<file path="src/rtl/rx_word_align_ctrl.sv">
// Per-lane word aligner: compares the deserialized word against a training pattern,
// slips the IOD until the boundary locks, and restarts the bit aligner when exhausted.
module rx_word_align_ctrl #(
    parameter int                    DATA_WIDTH    = 10,
    parameter logic [DATA_WIDTH-1:0] TRAIN_PATTERN = 10'h3E0,
    parameter int                    MATCH_CNT     = 8,
    parameter int                    SLIP_WAIT     = 4,
    parameter int                    MAX_RETRY     = 3
) (
    input  logic                  SCLK,
    input  logic                  RESET,
    input  logic                  BIT_ALGN_DONE,
    input  logic                  BIT_ALGN_ERR,
    input  logic [DATA_WIDTH-1:0] RX_DATA,
    output logic                  BITSLIP,
    output logic                  BIT_ALGN_RSTRT,
    output logic                  WORD_ALGN_DONE,
    output logic                  WORD_ALGN_ERR,
    output logic [3:0]            SLIP_CNT,
    output logic [3:0]            RETRY_CNT
);
    localparam logic [3:0] SLIP_LAST  = 4'(DATA_WIDTH - 1);
    localparam logic [7:0] MATCH_LAST = 8'(MATCH_CNT - 1);
    localparam logic [3:0] WAIT_LAST  = 4'(SLIP_WAIT - 1);
    localparam logic [3:0] RETRY_MAX  = 4'(MAX_RETRY);

    typedef enum logic [2:0] {
        S_IDLE, S_CHECK, S_SLIP, S_WAIT, S_LOCKED, S_RESTART, S_DROP, S_FAIL
    } state_t;

    state_t     state;
    logic [7:0] match_cnt;
    logic [3:0] wait_cnt;
    logic       pattern_hit;
    logic       in_search;
    logic       err_req;
    logic       drop_req;
    logic       exhaust_req;
    logic       restart_req;

    // An aligner error outranks a DONE drop; a DONE drop outranks slip exhaustion,
    // since the word is meaningless once the bit aligner has let go.
    always_comb begin
        pattern_hit = (RX_DATA == TRAIN_PATTERN);
        in_search   = (state == S_CHECK) || (state == S_SLIP) || (state == S_WAIT);
        err_req     = BIT_ALGN_ERR && (in_search || state == S_IDLE || state == S_LOCKED);
        drop_req    = !BIT_ALGN_DONE && (in_search || state == S_LOCKED);
        exhaust_req = (state == S_CHECK) && !pattern_hit && (SLIP_CNT == SLIP_LAST);
        restart_req = err_req || (exhaust_req && !drop_req);
    end

    always_ff @(posedge SCLK or posedge RESET) begin
        if (RESET) begin
            state          <= S_IDLE;
            match_cnt      <= 8'd0;
            wait_cnt       <= 4'd0;
            BITSLIP        <= 1'b0;
            BIT_ALGN_RSTRT <= 1'b0;
            WORD_ALGN_DONE <= 1'b0;
            WORD_ALGN_ERR  <= 1'b0;
            SLIP_CNT       <= 4'd0;
            RETRY_CNT      <= 4'd0;
        end else begin
            BITSLIP        <= 1'b0;
            BIT_ALGN_RSTRT <= 1'b0;
            if (restart_req) begin
                // The retry budget is judged on entry so the pulse lines up with RESTART.
                state          <= S_RESTART;
                match_cnt      <= 8'd0;
                SLIP_CNT       <= 4'd0;
                WORD_ALGN_DONE <= 1'b0;
                if (RETRY_CNT != RETRY_MAX) begin
                    BIT_ALGN_RSTRT <= 1'b1;
                    RETRY_CNT      <= RETRY_CNT + 4'd1;
                end
            end else if (drop_req) begin
                state          <= S_IDLE;
                match_cnt      <= 8'd0;
                SLIP_CNT       <= 4'd0;
                WORD_ALGN_DONE <= 1'b0;
            end else begin
                case (state)
                    S_IDLE: begin
                        if (BIT_ALGN_DONE) begin
                            state     <= S_CHECK;
                            match_cnt <= 8'd0;
                            SLIP_CNT  <= 4'd0;
                        end
                    end
                    S_CHECK: begin
                        if (pattern_hit) begin
                            if (match_cnt != 8'hFF)
                                match_cnt <= match_cnt + 8'd1;
                            if (match_cnt == MATCH_LAST) begin
                                state          <= S_LOCKED;
                                WORD_ALGN_DONE <= 1'b1;
                            end
                        end else begin
                            match_cnt <= 8'd0;
                            state     <= S_SLIP;
                            BITSLIP   <= 1'b1;
                            if (SLIP_CNT != 4'hF)
                                SLIP_CNT <= SLIP_CNT + 4'd1;
                        end
                    end
                    S_SLIP: begin
                        state    <= S_WAIT;
                        wait_cnt <= 4'd0;
                    end
                    S_WAIT: begin
                        if (wait_cnt == WAIT_LAST)
                            state <= S_CHECK;
                        else
                            wait_cnt <= wait_cnt + 4'd1;
                    end
                    S_LOCKED: begin
                        WORD_ALGN_DONE <= 1'b1;
                    end
                    S_RESTART: begin
                        if (BIT_ALGN_RSTRT) begin
                            state <= S_DROP;
                        end else begin
                            state         <= S_FAIL;
                            WORD_ALGN_ERR <= 1'b1;
                        end
                    end
                    S_DROP: begin
                        if (!BIT_ALGN_DONE)
                            state <= S_IDLE;
                    end
                    S_FAIL: begin
                        WORD_ALGN_ERR <= 1'b1;
                    end
                    default: state <= S_IDLE;
                endcase
            end
        end
    end
endmodule
</file>
<file path="config.mk">
export PLATFORM = sky130hd
export DESIGN_NAME = rx_word_align_ctrl
export DESIGN_NICKNAME = d
export VERILOG_FILES = /design/src/rtl/rx_word_align_ctrl.sv
export SDC_FILE = /design/constraint.sdc
export NUM_CORES = 1
export LEC_CHECK = 0
export CORE_ASPECT_RATIO = 2
export CORE_MARGIN = 2
export CORE_UTILIZATION = 45
export CTS_BUF_LIST = sky130_fd_sc_hd__clkbuf_2
export DETAILED_ROUTE_END_ITERATION = 16
export PLACE_DENSITY = 0.68
export REMOVE_ABC_BUFFERS = 1
export SLEW_MARGIN = 20
export SYNTH_ARGS = -nofsm -noshare
export SYNTH_HDL_FRONTEND = slang
export SYNTH_SLANG_ARGS = --single-unit
</file>
<file path="constraint.sdc">
create_clock -name SCLK -period 3.9 [get_ports SCLK]
set_clock_uncertainty 0.15 [all_clocks]
set_input_delay 0.585 -clock SCLK [delete_from_list [all_inputs] [get_ports SCLK]]
set_output_delay 0.585 -clock SCLK [all_outputs]
set_load 0.05 [all_outputs]
</file>
# [After elaboration in Yosys (flattened, before gate mapping)]
# Cells that the tools add are included.
[totals] in_bits=14 out_inout_bits=12 regBits=27
[classes] bitwise_logic=2 eq_ne=25 n_addsub=4 n_reduce_logical=27 n_mux=36
[op_table] operator="$mux W8" count=5
[op_table] operator="$mux W4" count=6
[op_table] operator="$mux W3" count=7
[op_table] operator="$ne A4 B4 Y1 const B" count=5
[op_table] operator="$pmux W3 S6" count=1
[op_table] operator="$pmux W4 S2" count=2
[op_table] operator="$pmux W8 S2" count=1
[op_table] operator="$add A4 B1 Y4 const B" count=3
[op_table] operator="$eq A3 B3 Y1 const B" count=4
[op_table] operator="$mux W1" count=12
[op_table] operator="$ne A4 B3 Y1 const B" count=3
[op_table] operator="$reduce_and A4 Y1" count=3
[op_table] operator="$eq A10 B10 Y1 const B" count=1
[op_table] operator="$ne A5 B4 Y1 const B" count=2
[op_table] operator="$add A8 B1 Y8 const B" count=1
[op_table] operator="$eq A8 B3 Y1 const B" count=1
[op_table] operator="$ne A8 B8 Y1 const B" count=1
[op_table] operator="$reduce_bool A4 Y1" count=2
[op_table] operator="$reduce_bool A8 Y1" count=1
[op_table] operator="$eq A3 B2 Y1 const B" count=2
[op_table] operator="$logic_or A1 B1 Y1" count=6
[op_table] operator="$reduce_and A3 Y1" count=2
[op_table] operator="$logic_and A1 B1 Y1" count=5
[op_table] operator="$reduce_and A5 Y1" count=1
[op_table] operator="11 further kinds" count=17

# [Depth between registers and ports, before layout]
[depth] depth_word=10 mapped_depth=7 ltp_nobuf=7

# [Least setup slack after synthesis]
# Ideal clock, no wire load.
[synth_path] kind="input port to flip-flop" start="input port RX_DATA[1]" end="register RETRY_CNT[1]" t_required_ns=3.625 setup_time_ns=0.125 path_buffers=0 arrival_time_ns=2.204 cell_stages=5 path_slack_ns=1.421 cell_sequence="or4_4 or3_4 a32o_2 o31a_4 mux2_4"
[synth_between] elab_chain_len=7
[synth_lines] item="from (decl)" line_no="14" rtl="input logic [DATA_WIDTH-1:0] RX_DATA,"
[synth_lines] item="$eq A10 B10 Y1" line_no="44" rtl="pattern_hit = (RX_DATA == TRAIN_PATTERN);"
[synth_lines] item="$logic_not A1 Y1" line_no="48" rtl="exhaust_req = (state == S_CHECK) && !pattern_hit && (SLIP_CNT == SLIP_LAST);"
[synth_lines] item="$logic_and A1 B1 Y1 (2 in a row)" line_no="48"
[synth_lines] item="$logic_and A1 B1 Y1" line_no="49" rtl="restart_req = err_req || (exhaust_req && !drop_req);"
[synth_lines] item="$logic_or A1 B1 Y1" line_no="49"
[synth_lines] item="$reduce_and A2 Y1 (no line)"
[synth_lines] item="to (signal assigned)" line_no="74" rtl="RETRY_CNT <= RETRY_CNT + 4'd1;"
[synth_lines] item="to (decl)" line_no="20" rtl="output logic [3:0] RETRY_CNT"
# No other way between the ends.
# A chain may end at the register's enable or synchronous reset.

# [Final worst setup path]
[layout_path] start="register state[0]" end="register match_cnt[3]"
[layout_between] elab_chain_len=10 word_cells_on_any_way=24 classes_between="eq/ne (6); mux (3); reduce/logical (15)"
[layout_lines] item="from (decl)" line_no="31" rtl="state_t state;"
[layout_lines] item="from (signal assigned)" line_no="54" rtl="state <= S_IDLE;"
[layout_lines] item="from (signal assigned)" line_no="68" rtl="state <= S_RESTART;"
[layout_lines] item="from (signal assigned)" line_no="77" rtl="state <= S_IDLE;"
[layout_lines] item="$eq A3 B1 Y1 / $eq A3 B2 Y1 (equally long branches)" line_no="45, 48, 82"
[layout_lines] item="$logic_or A1 B1 Y1 (2 in a row)" line_no="45" rtl="in_search = (state == S_CHECK) || (state == S_SLIP) || (state == S_WAIT);"
[layout_lines] item="$logic_or A1 B1 Y1" line_no="47" rtl="drop_req = !BIT_ALGN_DONE && (in_search || state == S_LOCKED);"
[layout_lines] item="$logic_and A1 B1 Y1" line_no="47"
[layout_lines] item="$logic_not A1 Y1" line_no="49"
[layout_lines] item="$logic_and A1 B1 Y1" line_no="49"
[layout_lines] item="$logic_or A1 B1 Y1" line_no="49"
[layout_lines] item="$ne A5 B4 Y1 (no line), or another cell as far along"
[layout_lines] item="$reduce_and A3 Y1 (no line)"
[layout_lines] item="to (signal assigned)" line_no="93" rtl="match_cnt <= match_cnt + 8'd1;"
[layout_lines] item="to (decl)" line_no="32" rtl="logic [7:0] match_cnt;"
# Several ways; a longest one is shown, not always the timed one.

==> results.toml <==
[clock_tree]
cts_buffer_depth = 2
cts_root_buffer = "clkbuf_2"
cts.clk_slew.worst_paths_ns = 0.26
cts_sinks = 27
ctsResizeCount = 0
clock_latency_ns = 0.36
cts_setup_buffers = 0
h-tree-depth = 1
cts_inserted_buffers = 3
ctsHoldBuffers = 0
cts_tree = "yes"

[worst_setup_path]
slowest_delay_ns = 0.73
crit_start = "state[0]"
reg2reg_from = "state[0]"
required_ns = 4.06
cp_slowest_cell = "dfrtp_1"
start_kind = "flop"
cp_max_fo = 18
endpoint = "match_cnt[3]"
worstRegToRegCells = 5
endpoint_kind = "flop"
worstPathArrival_ns = 2.86
path_cells = "or3b_1 > nor4_2 > o2bb2a_1 > nand2b_1 > mux2i_1"
path_class = "flop to flop"
r2r_slack_ns = 1.20
path_delay_family = "simple AND/OR/NAND/NOR gates"
critPathBufInv = 0
cp_num_cells = 5
r2r_end = "match_cnt[3]"

[cells_and_area]
final_core_util_pct = 55.08
diodes = 0
fin_nets = 217
syn_to_final_growth_pct = 18.03
drive_gt1_share_pct = 8.122
fillers = 366

[sta]
relSlewSlack_pct = 57.71
period_share_pct = 69.20
fmax_ghz = 0.3705
drv_slew = 0
setup_tns_ns = 0
finalHoldViolCount = 0
setup_viol = 0
rsz0062_at_grt = "false"
worst_pin_slew_ns = 0.6295
min_period_ns = 2.699

[floorplanning]
die_y_um = 90.03
coreArea_um2 = 3568
fp-row-count = 31
io-pin-count = 26
die_w_um = 47.02
start_util_pct = 46.67
dieArea_um2 = 4233

[grt]
antenna_found_initial = 0
busiest_layer = "met2"
overflow = 0
grt_pass1_vias = 1527
met3_usage_pct = 1.406
use_met2_pct = 36.30
grt_max_degree = 28
groute.layer.met1.usage_pct = 21.79
grt_pass1_wl_um = 6451
grtUsageTotal_pct = 19.95

[power_and_ir_drop]
power.leakage_nw = 0.7833
powerDensity_nw_per_um2 = 518.9
peakVddDrop_mv = 0.3410

[worst_hold_path]
worstHoldPathType = "flop to flop"

[route]
wl_um = 3866
wire_per_inst_um = 15.72
drc = 0
ant_nets = 0
firstDrtPassIters = 4
drt_iter0_drc = 32
num_vias = 1458
viasPerCell = 5.927

[synth]
synth_seq_cells = 27
syn_area_um2 = 1665
synth.avg_cell_area_um2 = 9.516
synth_flop_cell = "dfrtp_1"
yosysSeqAreaShare_pct = 40.57
synth_edf_count = 0
yosysWarnings = 0
synthArstFlopShare_pct = 100.0
netlist-cell-type-count = 55
synthCells = 175

[placement]
gp_congestion = 0.7586
dpl.hpwl_um = 2953
portBuffers = 25

[status]
status = "finished clean"

[flow_run]
maxCapViolCount = 0
power by group:
group          total (mW)  internal, mW  switching, mW
clock               0.113        0.0270         0.0859
combinational       0.486         0.204          0.282
sequential          0.421         0.329         0.0918
flip-flops by register name (all words and copies together) (netlist names):
register	flops
match_cnt	8
RETRY_CNT	4
BIT_ALGN_RSTRT	1
BITSLIP	1
wait_cnt	4
state	3
SLIP_CNT	4
WORD_ALGN_DONE	1
WORD_ALGN_ERR	1
cells by family (layout without fill, tap and decap cells):
| kind of cell | Yosys count | count (layout) | synth area share (%) |
|---|---|---|---|
| buffers and inverters | 15 | 37 | 3.682 |
| adders and majority gates | 5 | 5 | 3.757 |
| and+or+nand+nor | 67 | 67 | 23.22 |
| xor gates and xnor gates | 2 | 2 | 1.052 |
| AOI/OAI and AO/OA | 50 | 50 | 21.94 |
| DFF | 27 | 27 | 40.57 |
| muxes | 9 | 9 | 5.785 |
synth_stat cells (2+ instances only):
master | count | area share (%)
a21oi_1 | 12 | 3.6
a22o_1 | 6 | 3.2
a31oi_1 | 2 | 0.75
a41oi_1 | 2 | 1.1
and3_1 | 3 | 1.1
buf_2 | 4 | 1.2
clkbuf_1 | 3 | 0.68
dfrtp_1 | 27 | 41
ha_1 | 5 | 3.8
inv_1 | 8 | 1.8
mux2i_1 | 7 | 4.2
nand2_1 | 17 | 3.8
nand2b_1 | 8 | 3.0
nand3_1 | 6 | 1.8
nand4_1 | 3 | 1.1
nand4b_1 | 2 | 1.1
nor2_1 | 4 | 0.90
nor3_1 | 7 | 2.1
nor3b_1 | 3 | 1.4
o211ai_1 | 2 | 0.90
o21a_1 | 2 | 0.90
o21ai_0 | 6 | 1.8
o21bai_1 | 2 | 0.90
or3_1 | 2 | 0.75
or4_1 | 2 | 0.90
worst min-delay path by stage:
stage,startpoint,to,cells past startpoint
6_report,WORD_ALGN_ERR,WORD_ALGN_ERR,1
4_1_cts,WORD_ALGN_ERR,WORD_ALGN_ERR,1
3_5_place_dp,WORD_ALGN_DONE,WORD_ALGN_DONE,1
5_1_grt,WORD_ALGN_ERR,WORD_ALGN_ERR,1
3_3_place_gp,WORD_ALGN_ERR,WORD_ALGN_ERR,1
2_1_floorplan,wait_cnt[2],wait_cnt[2],1
layer usage:
layer / wire length [um] / share of wire, %
met5: 0 / 0
met1: 1548 / 40
met4: 112 / 2.9
met2: 2086 / 54
met3: 119 / 3.1
cell usage in the layout, fill, tap and decap left out, types with 7 or more instances in the layout:
cell	synthesis	layout
dfrtp_1	27	27
clkdlybuf4s50_1	0	25
nand2_1	17	17
a21oi_1	12	12
nand2b_1	8	8
nor3_1	7	7
inv_1	8	7
mux2i_1	7	7
stage by stage:
step	hold WS (ns)	area, um^2	worst slack [ns]	power, mW	instances
finish	0.3812	1966	1.201	1.020	246
global route	0.3947	1966	0.9929	1.089	246
CTS	0.3898	1966	1.207	1.023	246
detailed placement	0.3339	1946	0.9216	0.9123	242
global placement	0.3018	1946	0.9587	0.8880	242
floorplan	0.3705	1634	1.421	0.7617	168
layout make-up:
cell class / instances / area, um^2 / area share, %
multi-input cells: 133 / 928.4 / 47.23
repair buffers: 25 / 250.2 / 12.73
flip-flops and latches: 27 / 675.6 / 34.37
inverters: 8 / 30.03 / 1.528
well taps: 49 / 61.31 / 3.119
clock buffers: 4 / 20.02 / 1.018
Note: power is estimated with default switching activity, not from simulation.
